<file path="src/rtl/mem_port_arbiter.sv">
// ============================================================================
// mem_port_arbiter
// ----------------------------------------------------------------------------
// Shares the single-port unified instruction/data memory of riscv_mc between
// two requesters:
//   port 0 : multicycle core (fetch, load, store)
//   port 1 : external program loader / debug access port
//
// Round-robin arbitration with a registered grant. Only one access is in
// flight at a time. Reads return after a fixed latency, so both requesters
// can simply stall on gnt_o / rvalid_o.
//
// Parameters
//   XLEN    data and address width
//   RD_LAT  memory read latency, access cycle to valid mem_rdata_i (1..4)
//
// Ports
//   clk_i        clock, rising edge
//   rstn_i       asynchronous active-low reset
//   req_i[1:0]   per-port request (bit 0 = core, bit 1 = loader)
//   we_i[1:0]    per-port write enable (1 = store)
//   be_i[7:0]    per-port byte enables, port p in be_i[4p+3:4p]
//   addr_i       per-port byte address, port p in addr_i[XLEN*p +: XLEN]
//   wdata_i      per-port write data,   port p in wdata_i[XLEN*p +: XLEN]
//   gnt_o[1:0]   one-hot grant pulse, the access is issued this cycle
//   rvalid_o     one-hot read-data-valid pulse
//   rdata_o      shared read data, qualified by rvalid_o, holds last value
//   busy_o       high whenever the arbiter is not idle
//   mem_en_o     memory access strobe
//   mem_we_o     memory write strobe
//   mem_be_o     memory byte enables (all ones on reads)
//   mem_addr_o   memory byte address
//   mem_wdata_o  memory write data
//   mem_rdata_i  memory read data
// ============================================================================
`timescale 1ns/1ps

module mem_port_arbiter #(
    parameter int XLEN   = 32,
    parameter int RD_LAT = 1
) (
    input  logic                clk_i,
    input  logic                rstn_i,
    input  logic [1:0]          req_i,
    input  logic [1:0]          we_i,
    input  logic [7:0]          be_i,
    input  logic [2*XLEN-1:0]   addr_i,
    input  logic [2*XLEN-1:0]   wdata_i,
    output logic [1:0]          gnt_o,
    output logic [1:0]          rvalid_o,
    output logic [XLEN-1:0]     rdata_o,
    output logic                busy_o,
    output logic                mem_en_o,
    output logic                mem_we_o,
    output logic [3:0]          mem_be_o,
    output logic [XLEN-1:0]     mem_addr_o,
    output logic [XLEN-1:0]     mem_wdata_o,
    input  logic [XLEN-1:0]     mem_rdata_i
);

    typedef enum logic [1:0] {
        IDLE   = 2'd0,
        ACCESS = 2'd1,
        RDWAIT = 2'd2
    } state_t;

    // Counter start value; a 2-bit counter covers the whole 1..4 range.
    localparam logic [1:0] LAT_INIT = 2'(RD_LAT - 1);

    state_t            state_q;
    state_t            state_d;

    logic              pick;
    logic              load_req;
    logic              sel_q;
    logic              last_q;
    logic              we_q;
    logic [3:0]        be_q;
    logic [XLEN-1:0]   addr_q;
    logic [XLEN-1:0]   wdata_q;
    logic [1:0]        cnt_q;
    logic [XLEN-1:0]   rdata_q;

    // Round-robin pick: a lone requester always wins, on a tie the port
    // that was not served last goes first. Only meaningful when req_i != 0.
    always_comb begin
        pick = 1'b0;
        case (req_i)
            2'b01:   pick = 1'b0;
            2'b10:   pick = 1'b1;
            default: pick = ~last_q;
        endcase
    end

    // Next-state and output decode. All memory-side outputs are gated by
    // the ACCESS state so they read as zero whenever no access is issued.
    always_comb begin
        state_d     = state_q;
        load_req    = 1'b0;
        gnt_o       = 2'b00;
        rvalid_o    = 2'b00;
        rdata_o     = rdata_q;
        mem_en_o    = 1'b0;
        mem_we_o    = 1'b0;
        mem_be_o    = 4'h0;
        mem_addr_o  = '0;
        mem_wdata_o = '0;

        case (state_q)
            IDLE: begin
                if (req_i != 2'b00) begin
                    load_req = 1'b1;
                    state_d  = ACCESS;
                end
            end

            ACCESS: begin
                gnt_o       = sel_q ? 2'b10 : 2'b01;
                mem_en_o    = 1'b1;
                mem_we_o    = we_q;
                mem_be_o    = we_q ? be_q : 4'hF;
                mem_addr_o  = addr_q;
                mem_wdata_o = wdata_q;
                state_d     = we_q ? IDLE : RDWAIT;
            end

            RDWAIT: begin
                // Data is passed straight through in the cycle the memory
                // delivers it, so the requester sees it without extra delay.
                if (cnt_q == 2'd0) begin
                    rvalid_o = sel_q ? 2'b10 : 2'b01;
                    rdata_o  = mem_rdata_i;
                    state_d  = IDLE;
                end
            end

            default: begin
                state_d = IDLE;
            end
        endcase
    end

    assign busy_o = (state_q != IDLE);

    // State register. Reset drops any read in flight, so it can never
    // produce an rvalid_o once reset is released.
    always_ff @(posedge clk_i or negedge rstn_i) begin
        if (!rstn_i) begin
            state_q <= IDLE;
        end else begin
            state_q <= state_d;
        end
    end

    // Request capture: the winner's attributes are frozen when sampled in
    // IDLE, so the other port (or a requester that drops req early) cannot
    // disturb the access once it has been accepted.
    always_ff @(posedge clk_i or negedge rstn_i) begin
        if (!rstn_i) begin
            sel_q   <= 1'b0;
            we_q    <= 1'b0;
            be_q    <= 4'h0;
            addr_q  <= '0;
            wdata_q <= '0;
        end else if (load_req) begin
            sel_q   <= pick;
            if (pick) begin
                we_q    <= we_i[1];
                be_q    <= be_i[7:4];
                addr_q  <= addr_i[2*XLEN-1:XLEN];
                wdata_q <= wdata_i[2*XLEN-1:XLEN];
            end else begin
                we_q    <= we_i[0];
                be_q    <= be_i[3:0];
                addr_q  <= addr_i[XLEN-1:0];
                wdata_q <= wdata_i[XLEN-1:0];
            end
        end
    end

    // Fairness history. Resetting to port 1 lets port 0 win the first tie.
    always_ff @(posedge clk_i or negedge rstn_i) begin
        if (!rstn_i) begin
            last_q <= 1'b1;
        end else if (state_q == ACCESS) begin
            last_q <= sel_q;
        end
    end

    // Read latency counter, loaded when a read is issued and counted down
    // while waiting for the memory.
    always_ff @(posedge clk_i or negedge rstn_i) begin
        if (!rstn_i) begin
            cnt_q <= 2'd0;
        end else if ((state_q == ACCESS) && !we_q) begin
            cnt_q <= LAT_INIT;
        end else if ((state_q == RDWAIT) && (cnt_q != 2'd0)) begin
            cnt_q <= cnt_q - 2'd1;
        end
    end

    // Holds the most recently returned read word between rvalid pulses.
    always_ff @(posedge clk_i or negedge rstn_i) begin
        if (!rstn_i) begin
            rdata_q <= '0;
        end else if ((state_q == RDWAIT) && (cnt_q == 2'd0)) begin
            rdata_q <= mem_rdata_i;
        end
    end

endmodule

</file>
<file path="config.mk">
export PLATFORM = sky130hd
export DESIGN_NAME = mem_port_arbiter
export DESIGN_NICKNAME = d
export VERILOG_FILES = /design/src/rtl/mem_port_arbiter.sv
export SDC_FILE = /design/constraint.sdc
export NUM_CORES = 1
export LEC_CHECK = 0
export ABC_AREA = 1
export ABC_CLOCK_PERIOD_IN_PS = 1450
export CAP_MARGIN = 15
export CORE_MARGIN = 3
export CORE_UTILIZATION = 38
export DETAILED_ROUTE_END_ITERATION = 6
export PLACE_DENSITY = 0.77
export REMOVE_ABC_BUFFERS = 1
export SYNTH_ARGS = -nofsm -noshare
export SYNTH_HDL_FRONTEND = slang
export SYNTH_SLANG_ARGS = --single-unit
</file>
<file path="constraint.sdc">
create_clock -name clk_i -period 1.45 [get_ports clk_i]
set_clock_uncertainty 0.15 [all_clocks]
set_input_delay 0.2175 -clock clk_i [delete_from_list [all_inputs] [get_ports clk_i]]
set_output_delay 0.2175 -clock clk_i [all_outputs]
set_load 0.01 [all_outputs]
</file>
==> results of run 1 <==
-- what timing repair did --
action                                  in CTS  in global routing
gates cloned                                27                 13
buffers inserted                            17                 14
endpoints found under the setup margin     182                201
hold buffers                                 1                  0
pin swaps                                   12                 35
hold endpoints to repair                   105                  0
resized for setup                          405                288
-- cell usage after synthesis (2+ instances only) --
cell type    n
nor3_1       2
buf_1       10
buf_2       24
nand3b_1    69
nand3_1    173
nand2_1    247
dfrtp_1    106
clkbuf_1    23
buf_4        2
inv_1      144
ha_1         5
nor2_1      76
inv_2        5
-- flip-flops by register name (all words and copies together) (netlist names) --
name / flops
rdata_q: 32
addr_q: 32
wdata_q: 32
sel_q: 1
we_q: 1
state_q: 2
cnt_q: 2
last_q: 1
be_q: 4
-- stage by stage --
step	TNS [ns]	utilization, %
after detailed placement	-89.63	60.5
final	-68.46	73.8
after CTS	-61.39	68.7
after global routing	-77.42	73.8
after floorplan	-147.06	-
after global placement	-87.76	60.5
-- kinds of logic (layout without fill, tap and decap cells) --
| logic type | count (synthesis) | in the layout | synth area share, % |
|---|---|---|---|
| simple gates | 571 | 571 | 42.5 |
| buf+inv | 208 | 564 | 13.2 |
| flops | 107 | 107 | 43.2 |
| fa+ha+maj | 5 | 5 | 1.01 |
| compound gates | 2 | 2 | 0.161 |
-- layout make-up --
class	instances	area [sq um]	share of cell area (%)
Timing Repair Buffer	398	4460	37.9
Multi-Input combinational cell	578	3430	29.2
Sequential cell	107	2680	22.8
Inverter	149	593	5.04
Tap cell	216	270	2.30
Clock buffer	12	246	2.09
Clock inverter	4	73.8	0.627
Timing Repair inverter	1	16.3	0.138
-- worst max-delay path, stage by stage, from the launching register on --
cell and delay (ns):
dfrtp_1 0.40, inv_2 0.09, ha_4 0.22, nand2_8 0.11, buf_16 0.18, nand2_1 0.09, nand2_1 0.06, buf_2 0.14
-- worst paths after layout --
path                                      from     endpoint  cells past startpoint
worst min-delay path                    rstn_i  rdata_q[23]                      2
max in group asynchronous               rstn_i   addr_q[10]                      3
min in group clk_i              mem_rdata_i[8]   rdata_q[8]                      3
worst max register to register      state_q[0]         we_q                     10
worst min register to register     rdata_q[27]  rdata_q[27]                      2
worst max-delay path                  cnt_q[0]   rdata_o[5]                      7
-- cells in the final DEF, fill, tap and decap left out, types with 4 or more instances in the layout --
master / count
nand2_1: 175
clkdlybuf4s50_1: 170
nand3_1: 139
inv_1: 138
dfrtp_1: 106
buf_2: 75
nand3b_1: 69
nor2_1: 58
nand2_2: 43
buf_4: 43
buf_6: 37
nand2_4: 27
buf_12: 23
nand3_2: 22
clkbuf_16: 19
buf_16: 19
nor2_2: 15
nand3_4: 12
bufbuf_16: 9
inv_2: 8
nor2_4: 5
clkbuf_2: 5
buf_8: 4
-- power by group --
group	leakage, nW	internal (mW)	total [mW]	switching (mW)
logic	4.73	8.17	16.7	8.51
clock network	0.157	1.57	2.76	1.19
registers	1.31	4.49	5.47	0.985
-- per-layer routing --
layer / up-vias / part of all wire (%)
li1: 3470 / -
met1: 3769 / 38
met2: 505 / 48
met3: 126 / 9.0
met4: 0 / 5.6
met5: - / 0
==> metrics, run 1 <==
# IOs=281; share of cells above drive strength 1=30.7%; fin. max-slew vios=0; R2R Setup Slk=-0.32 ns; gr usage total=29.2%; Top FF cell, synth=dfrtp_1; Core ar.=0.0159 sq mm; WL final=29,900 um; Final Power=24.9 mW; first-pass GRT wire length=41,200 um; fin crit period=2.03 ns; P per Cell Area=2120 mW/mm^2; proportion of netlist area held by the largest area contributor=42.7%; Setup WS pre-CTS=-0.628 ns; DRT Pass-1 Iters=6; number of max-cap violations=0; Async SR Flop Fraction=100%; crit path kind=reg -> out; antenna-violating nets left=0; vias in the first global route=7,548; clock latency on the worst-skew pair=0.36 ns; Yosys reg bits=107; top cells by area, synth=dfrtp_1 (43%), nand2_1 (15%), nand3_1 (14%); via count=7,870; type of origin of the critical path=flip-flop; CTS buffer count=9; Final period util=140%; Placed Cells=1,381; RSZ-0062 raised after global routing=true; Final HPWL DP=15,000 um; Post-synth EDFFs=0; die area=0.0179 sq mm; Worst-Margin Slew=0.346 ns; initial antenna violation count=0; Lkg Pwr=6.20 nW; dpl cell area=0.00965 sq mm; starting density of the core=38.9%; Die Wd=134 um; die height=134 um; Post-Syn Area per Cell=6.95 sq um; post-synthesis cell type count=20; fill cell count=1,107; Final Hold Viols=0; hold_ws=0.161 ns; final setup vio count=192; HP Class=in -> async; routing usage on met2=49.2%; min setup slack post-route=-0.576 ns; CTS max path bufs=2; VDD IR-drop max=0.000986 V; Fmax=493 MHz; WL/cell=20.4 um; nets@finish=1,423; layout overhead on the synthesized area=89.6%; Yosys top cell by area=dfrtp_1; n_diodes=0; Synth Cell Area=0.00621 sq mm; CTS Sinks=107; Max-slew headroom=76.9%; GR Util met1=36.4%; required time worst endpoint=1.08 ns; Via density=5.37; total congestion overflow=0; GRT Max-Usage Layer=met2; worst-path maximum fanout=8; Post-Layout Cell Count=1,465; Iteration-0 DRC Markers=629; outcome=complete, but fails checks; Worst setup EP type=output pin; Clock transition at path regs=0.08 ns; failing checks=negative setup slack; register area share after synthesis=43.2%; YS warnings=0; cells after synthesis=893; htree depth=3; DRC viols=0; Worst Path Arrival=1.66 ns; met3 GRT Util=5.18%; CTS tree=built; largest net degree at the start of global routing=50; # rows=46; GPL Wtd Cong=0.796; post-route cell area=0.0118 sq mm; Clock Tree Root=clkbuf_16; port bufs=280
No activity file was read; power rests on OpenSTA's default activity.
==> run 2, diff against run 1 <==
--- a/config.mk
+++ b/config.mk
@@ -8,6 +8,7 @@
 export ABC_AREA = 1
 export ABC_CLOCK_PERIOD_IN_PS = 1450
 export CAP_MARGIN = 15
+export CORE_ASPECT_RATIO = 0.9
 export CORE_MARGIN = 3
 export CORE_UTILIZATION = 38
 export DETAILED_ROUTE_END_ITERATION = 6
==> run 2 against run 1 <==
Compared with the run above: the flow still finishes with violations (negative setup slack); core utilization decreased by 3.7 points; clock power decreased by 7%; global-route usage decreased by 3.2 points; register-to-register slack improved by 0.07 ns; flip-flop and latch count unchanged; largest power group unchanged; highest routed layer unchanged.
==> metrics, run 2 (synthesized netlist as in run 1, its figures left out) <==
Reg power frac=24.7%; Final period util=145%; critical-path cell list=inv_2 -> nor2_4 -> buf_6 -> clkbuf_16 -> nand3_1 -> nand2_2 -> buf_6; clock latency on the worst-skew pair=0.35 ns; final setup vio count=204; Sw Ratio=43.1%; starting density of the core=39.5%; required time worst endpoint=1.08 ns; # IOs=281; number of max-cap violations=0; antenna-violating nets left=0; Clock transition at path regs=0.07 ns; WL final=26,200 um; Pint=12.3 mW; failing checks=negative setup slack; WL/cell=18.2 um; Final Power=21.6 mW; min setup slack post-route=-0.659 ns; n_diodes=0; Core ar.=0.0157 sq mm; Die Wd=141 um; CTS max path bufs=2; P per Cell Area=1960 mW/mm^2; FF-to-FF Start=cnt_q[0]; nets@finish=1,408; Worst Path Arrival=1.74 ns; Worst path most repeated cell=buf_6; dpl cell area=0.00966 sq mm; die area=0.0179 sq mm; Final Hold Viols=0; Final HPWL DP=15,400 um; layout overhead on the synthesized area=77.4%; utilization after layout=70.1%; via count=7,313; vias in the first global route=6,970; HP Class=in -> async; first-pass GRT wire length=37,300 um; Iteration-0 DRC Markers=543; Final TNS setup=-70.35 ns; DRT Pass-1 Iters=5; CTS Sinks=107; Critical path origin=state_q[1]; fill cell count=1,233; # rows=43; Critical Path Stages=7; crit path buf inv count=4; RSZ-0062 raised after global routing=true; total congestion overflow=0; Worst R2R End=cnt_q[1]; hold_ws=0.191 ns; family with the most delay on the worst path=buffers and inverters; CP max-delay cell=dfrtp_1; post-route cell area=0.0110 sq mm; proportion of power drawn by the clock network=11.9%; Fmax=474 MHz; htree depth=3; Via density=5.09; Worst-Margin Slew=0.433 ns; Max-slew headroom=71.1%; type of origin of the critical path=flip-flop; CTS tree=built; worst-path maximum fanout=8; R2R Setup Slk=-0.25 ns; largest net degree at the start of global routing=37; top flop regs=addr_q (32), rdata_q (32), wdata_q (32); Clock Tree Root=clkbuf_16; fin. max-slew vios=0; gr usage total=26.0%; GPL Wtd Cong=0.821; share of cells above drive strength 1=28.2%; Psw=9.30 mW; highest-count cells in the layout ignoring fill and taps=nand2_1 (185), clkdlybuf4s50_1 (170), nand3_1 (154), inv_1 (136), dfrtp_1 (106); outcome=complete, but fails checks; slowest stage delay, CP=0.37 ns; fin crit period=2.11 ns; crit path kind=reg -> out; initial antenna violation count=0; die height=127 um; Worst Reg-to-Reg Cells=9; DRC viols=0; Worst setup EP type=output pin; Lkg Pwr=5.88 nW; commonest non-fill, non-tap cell in the layout=nand2_1; logic gate share of total power=63.4%; VDD IR-drop max=0.00102 V; crit path to=rdata_o[21]; port bufs=280; CTS buffer count=9
run 2: cell types whose count changed in the layout (fill, tap and decap cells not counted), moves of 5 or more:
cell	change
nand3_1	+15
buf_16	-14
nand2_4	-12
nand2_1	+10
nand3_2	-10
buf_2	+8
buf_4	+8
buf_6	-6
clkbuf_2	-5
nand3_4	-5
run 2: how the worst min path moves through the flow:
stage,startpoint,end,slack [ns],cells after the start
4_1_cts,rstn_i,rdata_q[29],0.19,2
2_1_floorplan,rstn_i,addr_q[0],-0.23,0
3_5_place_dp,rstn_i,rdata_q[29],0.03,1
3_3_place_gp,rstn_i,rdata_q[29],0.03,1
5_1_grt,rstn_i,rdata_q[29],0.21,2
6_report,rstn_i,rdata_q[29],0.19,2
run 2: timing repair:
action                     4_1_cts  5_1_grt
hold buffers                     1        0
pin swaps                       12       23
gates resized for setup        469      176
hold endpoints to repair        66        0
buffers inserted                13       14
gates cloned                    10        9
setup endpoints to repair      183      198
run 2: layout make-up:
cell class              count  area, sq um  area share, %
repair buffers            384         3930           35.7
multi-input cells         578         3260           29.6
flip-flops and latches    107         2680           24.3
inverters                 149          579           5.26
well taps                 202          253           2.30
clock buffers              11          243           2.20
clock inverters             5         61.3          0.557
run 2: metrics by stage:
| stage | cells | worst slack (ns) |
|---|---|---|
| after global routing | 1436 | -0.708 |
| after global placement | 1374 | -0.637 |
| final | 1436 | -0.659 |
| after CTS | 1413 | -0.588 |
| after floorplan | 834 | -1.01 |
| after detailed placement | 1374 | -0.682 |
run 2: layer usage:
layer	GRT usage, %	share of wire (%)
met3	5.99	7.8
met2	43.4	50
met4	7.75	2.5
met1	33.7	40
met5	0	0
run 2: power by group through the flow:
stage,Clock (mW),Combinational (mW),Sequential (mW)
2_1_floorplan,0,5.24,5.00
3_3_place_gp,0,11.0,5.12
3_5_place_dp,0,11.2,5.16
4_1_cts,2.60,11.6,5.17
5_1_grt,2.74,14.7,5.48
6_report,2.56,13.7,5.33
==> run 3, diff against run 2 <==
--- a/config.mk
+++ b/config.mk
@@ -14,6 +14,7 @@
 export DETAILED_ROUTE_END_ITERATION = 6
 export PLACE_DENSITY = 0.77
 export REMOVE_ABC_BUFFERS = 1
+export SLEW_MARGIN = 40
 export SYNTH_ARGS = -nofsm -noshare
 export SYNTH_HDL_FRONTEND = slang
 export SYNTH_SLANG_ARGS = --single-unit
==> results of run 3 <==
Final layout, timing and power as in run 2 (identical DEF).
